### src/rtl/pcie_mim_init_s6.sv
// Post-reset BRAM initialiser for the Spartan-6 PCIe TX/RX MIM ports: zero-fill, optional
// read-back check, then a zero-latency pass-through of the core's MIM ports.
module pcie_mim_init_s6 #(
  parameter int unsigned CLEAR_WORDS  = 4096,
  parameter int unsigned READ_LATENCY = 3,
  parameter bit          VERIFY_EN    = 1'b1
) (
  input  logic        user_clk_i,
  input  logic        reset_i,
  input  logic        core_tx_wen,
  input  logic        core_tx_ren,
  input  logic        core_tx_rce,
  input  logic [11:0] core_tx_waddr,
  input  logic [11:0] core_tx_raddr,
  input  logic [35:0] core_tx_wdata,
  output logic [35:0] core_tx_rdata,
  input  logic        core_rx_wen,
  input  logic        core_rx_ren,
  input  logic        core_rx_rce,
  input  logic [11:0] core_rx_waddr,
  input  logic [11:0] core_rx_raddr,
  input  logic [35:0] core_rx_wdata,
  output logic [35:0] core_rx_rdata,
  output logic        mim_tx_wen,
  output logic        mim_tx_ren,
  output logic        mim_tx_rce,
  output logic [11:0] mim_tx_waddr,
  output logic [11:0] mim_tx_raddr,
  output logic [35:0] mim_tx_wdata,
  input  logic [35:0] mim_tx_rdata,
  output logic        mim_rx_wen,
  output logic        mim_rx_ren,
  output logic        mim_rx_rce,
  output logic [11:0] mim_rx_waddr,
  output logic [11:0] mim_rx_raddr,
  output logic [35:0] mim_rx_wdata,
  input  logic [35:0] mim_rx_rdata,
  output logic        init_done,
  output logic        init_error,
  output logic [15:0] err_count
);

  typedef enum logic [1:0] {StClear, StVerify, StDrain, StDone} state_e;

  // 13-bit counter so CLEAR_WORDS = 4096 still has a representable last index.
  localparam logic [12:0] LastWord = 13'(CLEAR_WORDS - 1);

  state_e                  state_q;
  logic [12:0]             cnt_q;
  logic [READ_LATENCY-1:0] pipe_q;
  logic [READ_LATENCY-1:0] pipe_d;
  logic                    init_done_q;
  logic                    init_error_q;
  logic [15:0]             err_count_q;

  logic        cnt_last;
  logic        cmp_valid;
  logic        tx_mis;
  logic        rx_mis;
  logic [1:0]  n_mis;
  logic [16:0] err_sum;
  logic [15:0] err_sat;

  always_comb begin
    cnt_last  = (cnt_q == LastWord);
    pipe_d    = pipe_q << 1;
    pipe_d[0] = (state_q == StVerify);
    cmp_valid = pipe_q[READ_LATENCY-1];
    tx_mis    = cmp_valid && (mim_tx_rdata != 36'h0);
    rx_mis    = cmp_valid && (mim_rx_rdata != 36'h0);
    n_mis     = {1'b0, tx_mis} + {1'b0, rx_mis};
    err_sum   = {1'b0, err_count_q} + {15'd0, n_mis};
    err_sat   = err_sum[16] ? 16'hFFFF : err_sum[15:0];
  end

  always_ff @(posedge user_clk_i) begin
    if (reset_i) begin
      state_q      <= StClear;
      cnt_q        <= '0;
      pipe_q       <= '0;
      init_done_q  <= 1'b0;
      init_error_q <= 1'b0;
      err_count_q  <= '0;
    end else begin
      pipe_q <= pipe_d;
      if (n_mis != 2'd0) begin
        init_error_q <= 1'b1;
        err_count_q  <= err_sat;
      end
      unique case (state_q)
        StClear: begin
          if (cnt_last) begin
            cnt_q <= '0;
            if (VERIFY_EN) begin
              state_q <= StVerify;
            end else begin
              state_q     <= StDone;
              init_done_q <= 1'b1;
            end
          end else begin
            cnt_q <= cnt_q + 13'd1;
          end
        end
        StVerify: begin
          if (cnt_last) begin
            cnt_q   <= '0;
            state_q <= StDrain;
          end else begin
            cnt_q <= cnt_q + 13'd1;
          end
        end
        StDrain: begin
          // Leave once the final read's valid bit is the only one left in the pipe.
          if (pipe_d == '0) begin
            state_q     <= StDone;
            init_done_q <= 1'b1;
          end
        end
        StDone: ;
        default: state_q <= StClear;
      endcase
    end
  end

  always_comb begin
    mim_tx_wen   = 1'b0;
    mim_tx_ren   = 1'b0;
    mim_tx_rce   = 1'b0;
    mim_tx_waddr = '0;
    mim_tx_raddr = '0;
    mim_tx_wdata = '0;
    mim_rx_wen   = 1'b0;
    mim_rx_ren   = 1'b0;
    mim_rx_rce   = 1'b0;
    mim_rx_waddr = '0;
    mim_rx_raddr = '0;
    mim_rx_wdata = '0;
    if (!reset_i) begin
      unique case (state_q)
        StClear: begin
          mim_tx_wen   = 1'b1;
          mim_rx_wen   = 1'b1;
          mim_tx_waddr = cnt_q[11:0];
          mim_rx_waddr = cnt_q[11:0];
        end
        StVerify: begin
          mim_tx_ren   = 1'b1;
          mim_rx_ren   = 1'b1;
          mim_tx_rce   = 1'b1;
          mim_rx_rce   = 1'b1;
          mim_tx_raddr = cnt_q[11:0];
          mim_rx_raddr = cnt_q[11:0];
        end
        StDrain: begin
          mim_tx_rce = 1'b1;
          mim_rx_rce = 1'b1;
        end
        StDone: begin
          mim_tx_wen   = core_tx_wen;
          mim_tx_ren   = core_tx_ren;
          mim_tx_rce   = core_tx_rce;
          mim_tx_waddr = core_tx_waddr;
          mim_tx_raddr = core_tx_raddr;
          mim_tx_wdata = core_tx_wdata;
          mim_rx_wen   = core_rx_wen;
          mim_rx_ren   = core_rx_ren;
          mim_rx_rce   = core_rx_rce;
          mim_rx_waddr = core_rx_waddr;
          mim_rx_raddr = core_rx_raddr;
          mim_rx_wdata = core_rx_wdata;
        end
        default: ;
      endcase
    end
  end

  assign core_tx_rdata = mim_tx_rdata;
  assign core_rx_rdata = mim_rx_rdata;
  assign init_done     = init_done_q;
  assign init_error    = init_error_q;
  assign err_count     = err_count_q;

endmodule

### config.mk
export PLATFORM = sky130hd
export DESIGN_NAME = pcie_mim_init_s6
export DESIGN_NICKNAME = d
export VERILOG_FILES = /design/src/rtl/pcie_mim_init_s6.sv
export SDC_FILE = /design/constraint.sdc
export NUM_CORES = 1
export LEC_CHECK = 0
export ABC_AREA = 1
export BUFFER_PORTS_ARGS = -buffer_cell sky130_fd_sc_hd__buf_2
export CAP_MARGIN = 10
export CELL_PAD_IN_SITES_DETAIL_PLACEMENT = 0
export CELL_PAD_IN_SITES_GLOBAL_PLACEMENT = 1
export CORE_AREA = 2 2 164 166
export CTS_CLUSTER_DIAMETER = 150
export DETAILED_ROUTE_END_ITERATION = 8
export DIE_AREA = 0 0 166 168
export GPL_ROUTABILITY_DRIVEN = 0
export PLACE_DENSITY = 0.63
export REMOVE_ABC_BUFFERS = 1
export SYNTH_ARGS = -nofsm -noshare
export SYNTH_HDL_FRONTEND = slang
export SYNTH_SLANG_ARGS = --single-unit
### constraint.sdc
create_clock -name user_clk_i -period 2.7 [get_ports user_clk_i]
set_input_delay 0.81 -clock user_clk_i [delete_from_list [all_inputs] [get_ports user_clk_i]]
set_output_delay 0.81 -clock user_clk_i [all_outputs]
set_load 0.005 [all_outputs]
==> metrics.csv <==
stage,metric,value,unit
pwr,pwr_density_cell,214,mW/mm²
route,vias_per_cell,3.89,
yosys,syn_area,0.00409,mm²
finish,layout.nets,1304,
pwr,p_leak,3.58,nW
critical_path,criticalPathCategory,input port to register,
die,row_count,60,
clock_tree,cts.root.buffer_cell,clkbuf_16,
finish,antenna_cells,0,
clock_tree,insertion_delay,280,ps
finish,stdcell_count,1432,
worst_hold_path,hold_depth,2,
yosys,synth_cells,711,
route,route.detailed.drc,0,
clock_tree,cts_tree,done,
yosys,synth_ff_type,dfxtp_1,
place,dp_hpwl,16200,µm
finish,final_util,26.2,%
grt,grtUsageTotal,13.0,%
clock_tree,numClockSinks,36,
timing,finalHoldViolations,0,
timing,final.period_utilization,113,%
critical_path,path_max_fanout,3,
timing,max_freq,329,MHz
route,wl,19400,µm
route,initialDrtViolationCount,267,
yosys,yosys-top-cells-area,"dfxtp_1 (18%), nand2_1 (16%), buf_4 (13%), nor2_1 (12%), nand3_1 (5.9%)",
yosys,synth_top_family_by_area,simple AND/OR/NAND/NOR gates,
yosys,synth_compound_area_share,10.9,%
route,vias,5571,
finish,final_cell_mix,"buf_2 (399), nand2_1 (174), nor2_1 (123)",
finish,layout_commonest_cell,buf_2,
yosys,synthArstFlopShare,0,%
clock_tree,cts_made_buffers,5,
die,die_h,168,µm
status,violations,negative setup slack,
grt,grt_max_degree,39,
worst_hold_path,hp-class,register to register,
yosys,synth-xor-area-share,1.93,%
yosys,syn_avg_cell_area,5.75,µm²
die,core_area,0.0264,mm²
timing,finalMaxSlewViolations,0,
yosys,synthMuxAreaShare,0,%
yosys,ys_warn_count,0,
yosys,synth-edff-count,0,
clock_tree,clkTransAtPathRegs,60,ps
yosys,yosysTopAreaCell,dfxtp_1,
critical_path,start_kind,input port,
status,outcome,"finished, violations left",
timing,setup_slack,-343,ps
yosys,ys_ff_latch,36,
place,dp_slack,-978,ps
die,initial_utilization,15.5,%
finish,syn_to_final_growth,68.7,%
route,dr.pass1.iters,4,
timing,worst_pin_slew,386,ps
die,die_x,166,µm
place,io_buffer_count,415,
yosys,synth-adder-area-share,4.16,%
yosys,synth.top_cell.area_share,17.6,%
critical_path,arrival,3210,ps
yosys,synth-simple-area-share,42.4,%
run,maxCapViolations,0,
grt,grt_pass1_vias,5279,
timing,min_period,3040,ps
critical_path,r2r_cells,15,
place,dpl.cell_count,1414,
grt,grt_first_pass_wirelength,29300,µm
clock_tree,h-tree-depth,2,
yosys,synthDistinctLibCells,36,
route,wl_per_cell,13.5,µm
pwr,vdd_drop_max,0.177,mV
die,pin_count,416,
timing,finalSetupViolations,16,
timing,max-slew-margin-rel,74.2,%
critical_path,cp-end-kind,register,
finish,drive_gt1_share,50.0,%
timing,finClkSkew,8.63,ps
clock_tree,clockBufferDepth,2,
grt,globalRouteOverflowTotal,0,
grt,antenna_found_initial,0,
critical_path,worst_ep_required_time,2870,ps
route,ant_nets,0,
timing,rsz0062_at_grt,true,
die,die-area,0.0279,mm²
yosys,yosysSeqAreaShare,17.6,%
## flip-flops by register name (all words and copies together), names as in the netlist
name and count:
err_count 16, state_q 2, init_done 1, pipe_q 3, cnt_q 13, init_error 1
## where the power goes
part / total, mW / switching, mW / internal, mW
combinational: 0.383 / 0.171 / 0.212
clock: 0.555 / 0.220 / 0.336
sequential: 0.539 / 0.00521 / 0.534
total: 1.48 / 0.396 / 1.08
## Yosys cell counts, types with 2 or more instances
library cell and count:
nand2_1 175, nor2_1 134, buf_4 73, inv_1 58, nand3_1 48, a21oi_1 37, dfxtp_1 36, o21ai_0 33
clkbuf_1 15, buf_2 12, ha_1 12, nand4_1 11, xor2_1 7, nor3_1 6, nor4_1 6, a21oi_2 5
buf_1 5, nand2_2 5, nand3b_1 5, nand3_2 4, nor2_2 4, nor2_4 4, o21bai_1 2, xnor2_1 2
## critical path: stages
cell	delay, ps
buf_6	100
nor4_4	260
nand3b_1	170
nor2_2	220
nor2_1	70
ha_1	280
ha_2	180
inv_2	40
fa_2	340
inv_2	70
nand2_2	50
nor2_4	200
buf_6	130
nand4_1	70
nand2_1	80
nand3_2	60
nand2_1	50
inv_1	30
## stage by stage
stage	power (mW)	hold slack, ps	TNS (ps)	instance area [µm²]
finish	1.48	445	-4940	6900
global route	1.56	475	-6790	6900
CTS	1.49	451	-3720	6790
detailed placement	0.909	442	-14320	6410
global placement	0.908	440	-14120	6410
floorplan	0.591	428	-130610	3380
## cell type report
class | count | area [µm²]
Fill cell | 3040 | 19400
Timing Repair Buffer | 480 | 2790
Multi-Input combinational cell | 507 | 2600
Sequential cell | 36 | 724
Tap cell | 341 | 427
Inverter | 61 | 231
Clock buffer | 6 | 129
Clock inverter | 1 | 5.00
## final timing paths
check	slack, ps	end	start
worst max register to register	520	err_count[10]$_SDFFE_PP0P_	pipe_q[2]$_SDFF_PP0_
worst min register to register	450	init_done$_SDFFE_PP0P_	init_done$_SDFFE_PP0P_
worst min-delay path	450	init_done$_SDFFE_PP0P_	init_done$_SDFFE_PP0P_
worst max-delay path	-340	err_count[10]$_SDFFE_PP0P_	mim_tx_rdata[33]
## timing repair
action	CTS	global route
setup buffers	6	5
hold endpoints to repair	0	0
setup endpoints to repair	48	48
gates cloned	0	0
pin swaps	19	11
hold buffers	0	0
resized for setup	46	26
## kinds of logic (layout without fill, tap and decap cells)
logic type | after synthesis | in the layout
adder cells (fa/ha/maj) | 13 | 13
AO/OA/AOI/OAI | 81 | 81
flip-flops | 36 | 36
buffers and inverters | 168 | 548
XOR/XNOR | 9 | 9
AND/OR/NAND/NOR | 404 | 404
## layer usage
metal	part of all wire (%)	wire [µm]	up-vias	GRT usage [%]
met4	0.90	175	0	2.12
met1	47	9090	2484	17.8
met5	0	0	-	0
li1	-	-	2932	-
met2	48	9400	141	22.0
met3	3.7	718	14	1.97
Note: power is estimated with default switching activity, not from simulation.
